===== src/rtl/seri_alici.sv =====
// seri_alici: serial frame receiver (start 0, N data bits LSB first, stop 1) with framing-error pulse.
// Optional even-parity bit between data and stop when SERI_PARITE_EN is defined.
module seri_alici #(
  parameter int N = 5
) (
  input  logic         clk,
  input  logic         reset,
  input  logic         en,
  input  logic         x,
  output logic [N-1:0] Q,
  output logic         gecerli,
  output logic         hata,
  output logic         mesgul
);
  localparam int CW = N > 1 ? $clog2(N) : 1;
`ifdef SERI_PARITE_EN
  typedef enum logic [1:0] {BOSTA, VERI, PARITE, DUR} state_t;
`else
  typedef enum logic [1:0] {BOSTA, VERI, DUR} state_t;
`endif
  state_t state_q, state_d;
  logic [CW-1:0] cnt_q, cnt_d;
  logic [N-1:0] sh_q, sh_d, q_q, q_d;
  logic gecerli_q, gecerli_d, hata_q, hata_d, ok;
`ifdef SERI_PARITE_EN
  logic par_ok_q, par_ok_d;
  assign ok = x & par_ok_q;
`else
  assign ok = x;
`endif
  always_comb begin
    state_d   = state_q;
    cnt_d     = cnt_q;
    sh_d      = sh_q;
    q_d       = q_q;
    gecerli_d = 1'b0;
    hata_d    = 1'b0;
`ifdef SERI_PARITE_EN
    par_ok_d  = par_ok_q;
`endif
    if (en) begin
      unique case (state_q)
        BOSTA: begin
          state_d = x ? BOSTA : VERI;
          cnt_d   = '0;
        end
        VERI: begin
          sh_d[cnt_q] = x;
          cnt_d       = cnt_q + 1'b1;
`ifdef SERI_PARITE_EN
          state_d     = (cnt_q == CW'(N - 1)) ? PARITE : VERI;
`else
          state_d     = (cnt_q == CW'(N - 1)) ? DUR : VERI;
`endif
        end
`ifdef SERI_PARITE_EN
        PARITE: begin
          par_ok_d = ~(^sh_q ^ x);
          state_d  = DUR;
        end
`endif
        DUR: begin
          gecerli_d = ok;
          hata_d    = ~ok;
          q_d       = ok ? sh_q : q_q;
          state_d   = BOSTA;
        end
        default: state_d = BOSTA;
      endcase
    end
  end
  always_ff @(posedge clk) begin
    if (reset) begin
      state_q   <= BOSTA;
      cnt_q     <= '0;
      sh_q      <= '0;
      q_q       <= '0;
      gecerli_q <= 1'b0;
      hata_q    <= 1'b0;
`ifdef SERI_PARITE_EN
      par_ok_q  <= 1'b0;
`endif
    end else begin
      state_q   <= state_d;
      cnt_q     <= cnt_d;
      sh_q      <= sh_d;
      q_q       <= q_d;
      gecerli_q <= gecerli_d;
      hata_q    <= hata_d;
`ifdef SERI_PARITE_EN
      par_ok_q  <= par_ok_d;
`endif
    end
  end
  assign Q       = q_q;
  assign gecerli = gecerli_q;
  assign hata    = hata_q;
  assign mesgul  = state_q != BOSTA;
endmodule


===== config.mk =====
export PLATFORM = sky130hd
export DESIGN_NAME = seri_alici
export DESIGN_NICKNAME = d
export VERILOG_FILES = /design/src/rtl/seri_alici.sv
export SDC_FILE = /design/constraint.sdc
export NUM_CORES = 1
export LEC_CHECK = 0
export ABC_AREA = 1
export CAP_MARGIN = 20
export CORE_MARGIN = 3
export CORE_UTILIZATION = 31
export DETAILED_ROUTE_END_ITERATION = 10
export PLACE_DENSITY = 0.47
export SLEW_MARGIN = 25
export SYNTH_ARGS = -nofsm -noshare
export SYNTH_HDL_FRONTEND = slang
export SYNTH_SLANG_ARGS = --single-unit

===== constraint.sdc =====
create_clock -name clk -period 1.5 [get_ports clk]
set_input_delay 0.45 -clock clk [delete_from_list [all_inputs] [get_ports clk]]
set_output_delay 0.45 -clock clk [all_outputs]
set_load 0.1 [all_outputs]

==> flow_summary_export.csv, run 1 <==
group,metric,value,unit
status,status,"complete, no violations",
sta,finalSetupViolCount,0,
clock_network,cts_tree,"built",
clock_network,path_clk_slew,0.10,ns
detailed_routing,routedWlPerCell,8.723,microns
pwr,ir_drop,0.0004254,V
setup_path,r2r_slack,0.38,ns
sta,timing.hold.ws,0.4889,ns
pwr,internal_power,0.6011,mW
finish,drive_above_1_share,25.95,%
yosys,ys_ff_latch,17,
floorplanning,die_w,56.31,microns
clock_network,cts_inserted_buffers,3,
sta,skew,0.006015,ns
detailed_routing,viasPerCell,4.270,
finish,syn_to_final_growth,39.71,%
min_path,hp-class,"register to register",
sta,tightest_slew,0.2300,ns
pwr,pwr-share-comb,12.2,%
clock_network,cts_sinks,17,
pwr,switching_share,25.26,%
yosys,synth-edff-count,0,
finish,instances_no_fill,159,
detailed_routing,drt_pass1_iterations,4,
finish,stdcell_area,1096,sq um
detailed_routing,num_vias,679,
yosys,synth_top_area_cell,"dfxtp_1",
finish,fillers,231,
detailed_routing,wirelength,1387,microns
yosys,synthFlopType,"dfxtp_1",
grt,grtUsageTotal,9.886,%
yosys,async_reset_ff_share,0,%
setup_path,critPathRequiredTime,1.05,ns
sta,finalWorstSetupSlack,0.05024,ns
min_path,hold_start,"sh_q[1]$_SDFFE_PP0P_",
floorplanning,initial_core_util,34.15,%
grt,grt_max_degree,11,
detailed_routing,detail-route-antenna-nets,0,
finish,num_antenna_cells,0,
min_path,min_path_cells,2,
placed_design,gp_congestion,0.7875,
finish,num-nets-final,138,
grt,grt_pass1_wl,2470,microns
sta,grt_setup_unrepaired,"no",
detailed_routing,first_iter_violations,4,
pwr,p_sw,0.2031,mW
floorplanning,core,2297,sq um
pwr,power.total,0.8042,mW
placed_design,place_ws,-0.1415,ns
yosys,syn-mean-instance-area,7.197,sq um
yosys,yosys_warnings,0,
pwr,p_leak,0.4447,nW
min_path,min_to,"sh_q[1]$_SDFFE_PP0P_",
setup_path,r2r-end,"state_q[1]$_SDFFE_PP0P_",
placed_design,place_hpwl,1143,microns
yosys,netlist-cell-type-count,17,
grt,grt_overflow,0,
grt,antenna_found_initial,0,
setup_path,critPathKind,"register to output pin",
clock_network,clockBufferDepth,2,
yosys,netlist_area,784.5,sq um
yosys,synthCells,109,
pwr,power.density,733.7,nW/um^2
setup_path,cp_max_fo,4,
floorplanning,die_h,56.31,microns
setup_path,worstRegToRegCells,5,
pwr,pwr-share-clk,30.3,%
sta,relSlewSlack,84.65,%
yosys,synth_nets,115,
placed_design,placed_area,1067,sq um
yosys,ys_seq_area_share,43.38,%
floorplanning,io_pins,12,
grt,grt_pass1_vias,601,
yosys,synth_area_leaders,"dfxtp_1, nand2_1, nor2_1, inv_1, nand3_4",
sta,drv_slew,0,
clock_network,cts_setup_buffers,0,
floorplanning,rows,17,
yosys,synth.most_common_cell,"nand2_1",
clock_network,htreeDepth,1,
setup_path,worstPathArrival,1.00,ns
pwr,pwr-share-seq,57.5,%
sta,fin_crit_sh,96.65,%
clock_network,clk_latency,0.29,ns
sta,clock.fmax,689.8,MHz
yosys,synth_common_cells,"nand2_1, nor2_1, dfxtp_1",
placed_design,portBuffers,11,
setup_path,cp-end-kind,"output pin",
clock_network,root_buffer,"clkbuf_4",
placed_design,place_inst,155,
setup_path,worst_r2r_startpoint,"cnt_q[0]$_SDFFE_PP0P_",
floorplanning,die-area,3170,sq um
sta,layout_min_cycle_time,1.450,ns
job,maxCapViolations,0,
sta,finalHoldViolCount,0,
yosys,synth_top_area_share,43.38,%
detailed_routing,drc_errors,0,
setup_path,startpoint_type,"register",
-- critical path, cell delays in order (launching register included) --
cell and delay (ns):
dfxtp_2 0.38, inv_2 0.07, nand2_2 0.09, buf_12 0.17
-- through the flow --
stage / TNS (ns) / util, %
floorplan: 0 / -
global placement: -1.282 / 46.46
detailed placement: -1.525 / 46.46
CTS: 0 / 47.71
global route: 0 / 47.71
finish: 0 / 47.71
-- cells in the final DEF, fill, tap and decap left out, drive strengths merged --
cell type      netlist  layout
clkdlybuf4s50        0       3
nand2               31      31
o21ai                2       2
clkbuf               0       4
and2                 1       1
o22ai                1       1
nor3                 2       2
buf                  1      16
or2                  1       1
dfxtp               17      17
ha                   2       2
inv                 13      13
nand3                6       6
a21oi                5       5
nor2                27      27
-- registers in the layout (all words and copies together) (netlist names) --
| name | flops |
|---|---|
| Q | 5 |
| cnt_q | 3 |
| gecerli | 1 |
| hata | 1 |
| sh_q | 5 |
| state_q | 2 |
-- metal layers --
metal / track usage, % / part of all wire (%) / up-vias
met2: 14.69 / 45 / 5
met5: 0 / 0 / -
met1: 12.93 / 51 / 290
met4: 6.102 / 1.3 / 0
met3: 2.069 / 3.0 / 2
li1: - / - / 382
-- cell type report --
type	instances	area [sq um]	share of cell area, %
Timing Repair Buffer	19	250.2	22.83
Clock buffer	4	26.28	2.397
Tap cell	28	35.03	3.196
Inverter	13	48.80	4.452
Multi-Input combinational cell	78	392.9	35.84
Sequential cell	17	342.8	31.28
-- worst max path at each step --
stage,start,end,slack [ns],depth (start not counted)
after global placement,en,sh_q[0]$_SDFFE_PP0P_,-0.12,6
after floorplan,Q[0]$_SDFFE_PP0P_,Q[0],0.13,0
final,state_q[0]$_SDFFE_PP0P_,mesgul,0.05,3
after detailed placement,en,sh_q[0]$_SDFFE_PP0P_,-0.14,6
after global routing,state_q[0]$_SDFFE_PP0P_,mesgul,0.004,3
after CTS,state_q[0]$_SDFFE_PP0P_,mesgul,0.04,3
-- logic make-up after synthesis --
group,Yosys count,share of synthesized area (%)
AO/OA/AOI/OAI,8,5.263
adder cells (fa/ha/maj),2,3.189
buffers and inverters,14,6.858
flip-flops,17,43.38
AND/OR/NAND/NOR,68,41.31
-- power groups by stage --
stage	Combinational [mW]	Clock, mW	Sequential (mW)
floorplan	0.0550	0	0.471
global placement	0.0987	0	0.472
detailed placement	0.0989	0	0.473
CTS	0.0993	0.260	0.463
global route	0.107	0.283	0.464
finish	0.0980	0.243	0.463
-- what timing repair did --
action,4_1_cts,5_1_grt
hold buffers,0,0
resized for setup,3,0
setup endpoints to repair,1,0
No activity file was read; power rests on OpenSTA's default activity.
==> inputs of run 2 (changes only) <==
- CTS_BUF_LIST: default -> sky130_fd_sc_hd__clkbuf_4
- TNS_END_PERCENT: default -> 30
==> run 2 against run 1 <==
  * Worst hold slack about the same
  * Sequential power about the same
  * Critical endpoint unchanged
  * Largest power group unchanged
  * Maximum frequency up 0.29%
  * Critical path depth unchanged
  * Global-route usage unchanged
  * Sequential cell count unchanged
  * First-iteration DRC count unchanged
  * Die area unchanged
  * Power up 1.9%
  * Clock skew down 0.0027 ns
  * Utilization up 0.16 points
  * Largest cell class unchanged
==> flow_summary_export.csv, run 2 (synthesis results as in run 1) <==
group,metric,value,unit
grt,met3_usage,2.069,%
floorplanning,die_w,56.31,microns
placed_design,place_hpwl,1143,microns
detailed_routing,first_iter_violations,4,
clock_network,root_buffer,"clkbuf_4",
sta,tightest_slew,0.2321,ns
finish,multi_input_area,392.9,sq um
setup_path,critPathKind,"register to output pin",
detailed_routing,drt_pass1_iterations,4,
setup_path,startpoint_type,"register",
clock_network,ctsResizeCount,3,
detailed_routing,num_vias,682,
pwr,p_leak,0.4481,nW
detailed_routing,drc_errors,0,
clock_network,htreeDepth,1,
grt,grt_pass1_wl,2470,microns
detailed_routing,viasPerCell,4.289,
placed_design,portBuffers,11,
finish,final_common_cell,"nand2_1",
setup_path,cp_max_fo,4,
sta,clock.fmax,691.7,MHz
sta,finalSetupViolCount,0,
grt,busiest_layer,"met2",
setup_path,worstPathArrival,1.00,ns
finish,fillers,230,
detailed_routing,wirelength,1388,microns
pwr,power.density,745.0,nW/um^2
detailed_routing,routedWlPerCell,8.730,microns
finish,register_area,342.8,sq um
clock_network,cts_setup_buffers,0,
floorplanning,rows,17,
clock_network,clockBufferDepth,2,
finish,final_cell_mix,"nand2_1, nor2_1, dfxtp_1",
floorplanning,core,2297,sq um
sta,grt_setup_unrepaired,"no",
finish,fin_util,47.88,%
floorplanning,die_h,56.31,microns
grt,grt_util_met2,14.69,%
sta,fin_setup_tns,0,ns
grt,grt_pass1_vias,600,
min_path,min_path_cells,2,
pwr,ir_drop,0.0004097,V
floorplanning,io_pins,12,
setup_path,cp-end-kind,"output pin",
status,status,"complete, no violations",
clock_network,cts_sinks,17,
sta,relSlewSlack,84.51,%
clock_network,path_clk_slew,0.10,ns
min_path,hp-class,"register to register",
floorplanning,initial_core_util,34.15,%
grt,grtUsageTotal,9.886,%
setup_path,critPathRequiredTime,1.05,ns
finish,syn_to_final_growth,40.19,%
finish,num-nets-final,138,
finish,drive_above_1_share,26.72,%
sta,skew,0.003328,ns
grt,grt_use_met1,12.93,%
grt,grt_overflow,0,
clock_network,cts_inserted_buffers,3,
setup_path,worstRegToRegCells,5,
grt,antenna_found_initial,0,
job,maxCapViolations,0,
floorplanning,die-area,3170,sq um
sta,drv_slew,0,
finish,num_antenna_cells,0,
sta,layout_min_cycle_time,1.446,ns
placed_design,gp_congestion,0.7875,
sta,fin_crit_sh,96.38,%
clock_network,cts_tree,"built",
sta,finalHoldViolCount,0,
grt,grt_max_degree,11,
clock_network,clk_latency,0.28,ns
detailed_routing,detail-route-antenna-nets,0,
clock_network,cts_hold_buffers,0,
run 2: where the power goes:
group,switching [mW],total (mW),internal [mW]
clock,0.137,0.259,0.121
sequential,0.00577,0.463,0.457
combinational,0.0570,0.0979,0.0409
total,0.200,0.819,0.619
run 2: layout make-up:
cell class / instances / area share [%]
inverters: 13 / 4.437
clock buffers: 4 / 2.730
repair buffers: 19 / 22.75
well taps: 28 / 3.185
flip-flops and latches: 17 / 31.17
multi-input cells: 78 / 35.72
run 2: worst paths after layout:
path	endpoint	startpoint	slack, ns
worst max-delay path	mesgul	state_q[0]$_SDFFE_PP0P_	0.05
worst min-delay path	sh_q[1]$_SDFFE_PP0P_	sh_q[1]$_SDFFE_PP0P_	0.49
worst max register to register	state_q[1]$_SDFFE_PP0P_	cnt_q[0]$_SDFFE_PP0P_	0.38
worst min register to register	sh_q[1]$_SDFFE_PP0P_	sh_q[1]$_SDFFE_PP0P_	0.49
run 2: critical path, cell delays in order (launching register included):
cell	delay (ns)
dfxtp_2	0.38
inv_2	0.07
nand2_2	0.09
buf_12	0.17
run 2: layer usage:
metal | vias up | share of wire [%]
li1 | 382 | -
met1 | 293 | 50
met2 | 5 | 46
met3 | 2 | 3.0
met4 | 0 | 1.3
met5 | - | 0
run 2: metrics by stage:
step | hold slack, ns | power (mW) | instances | worst slack [ns] | cell area, sq um
3_3_place_gp | 0.4647 | 0.5711 | 155 | -0.1247 | 1067
5_1_grt | 0.5084 | 0.8726 | 159 | 0.002772 | 1100
4_1_cts | 0.4926 | 0.8405 | 159 | 0.03462 | 1100
2_1_floorplan | 0.4550 | 0.5263 | 109 | 0.1251 | 787.0
6_report | 0.4892 | 0.8193 | 159 | 0.05436 | 1100
3_5_place_dp | 0.4761 | 0.5714 | 155 | -0.1415 | 1067
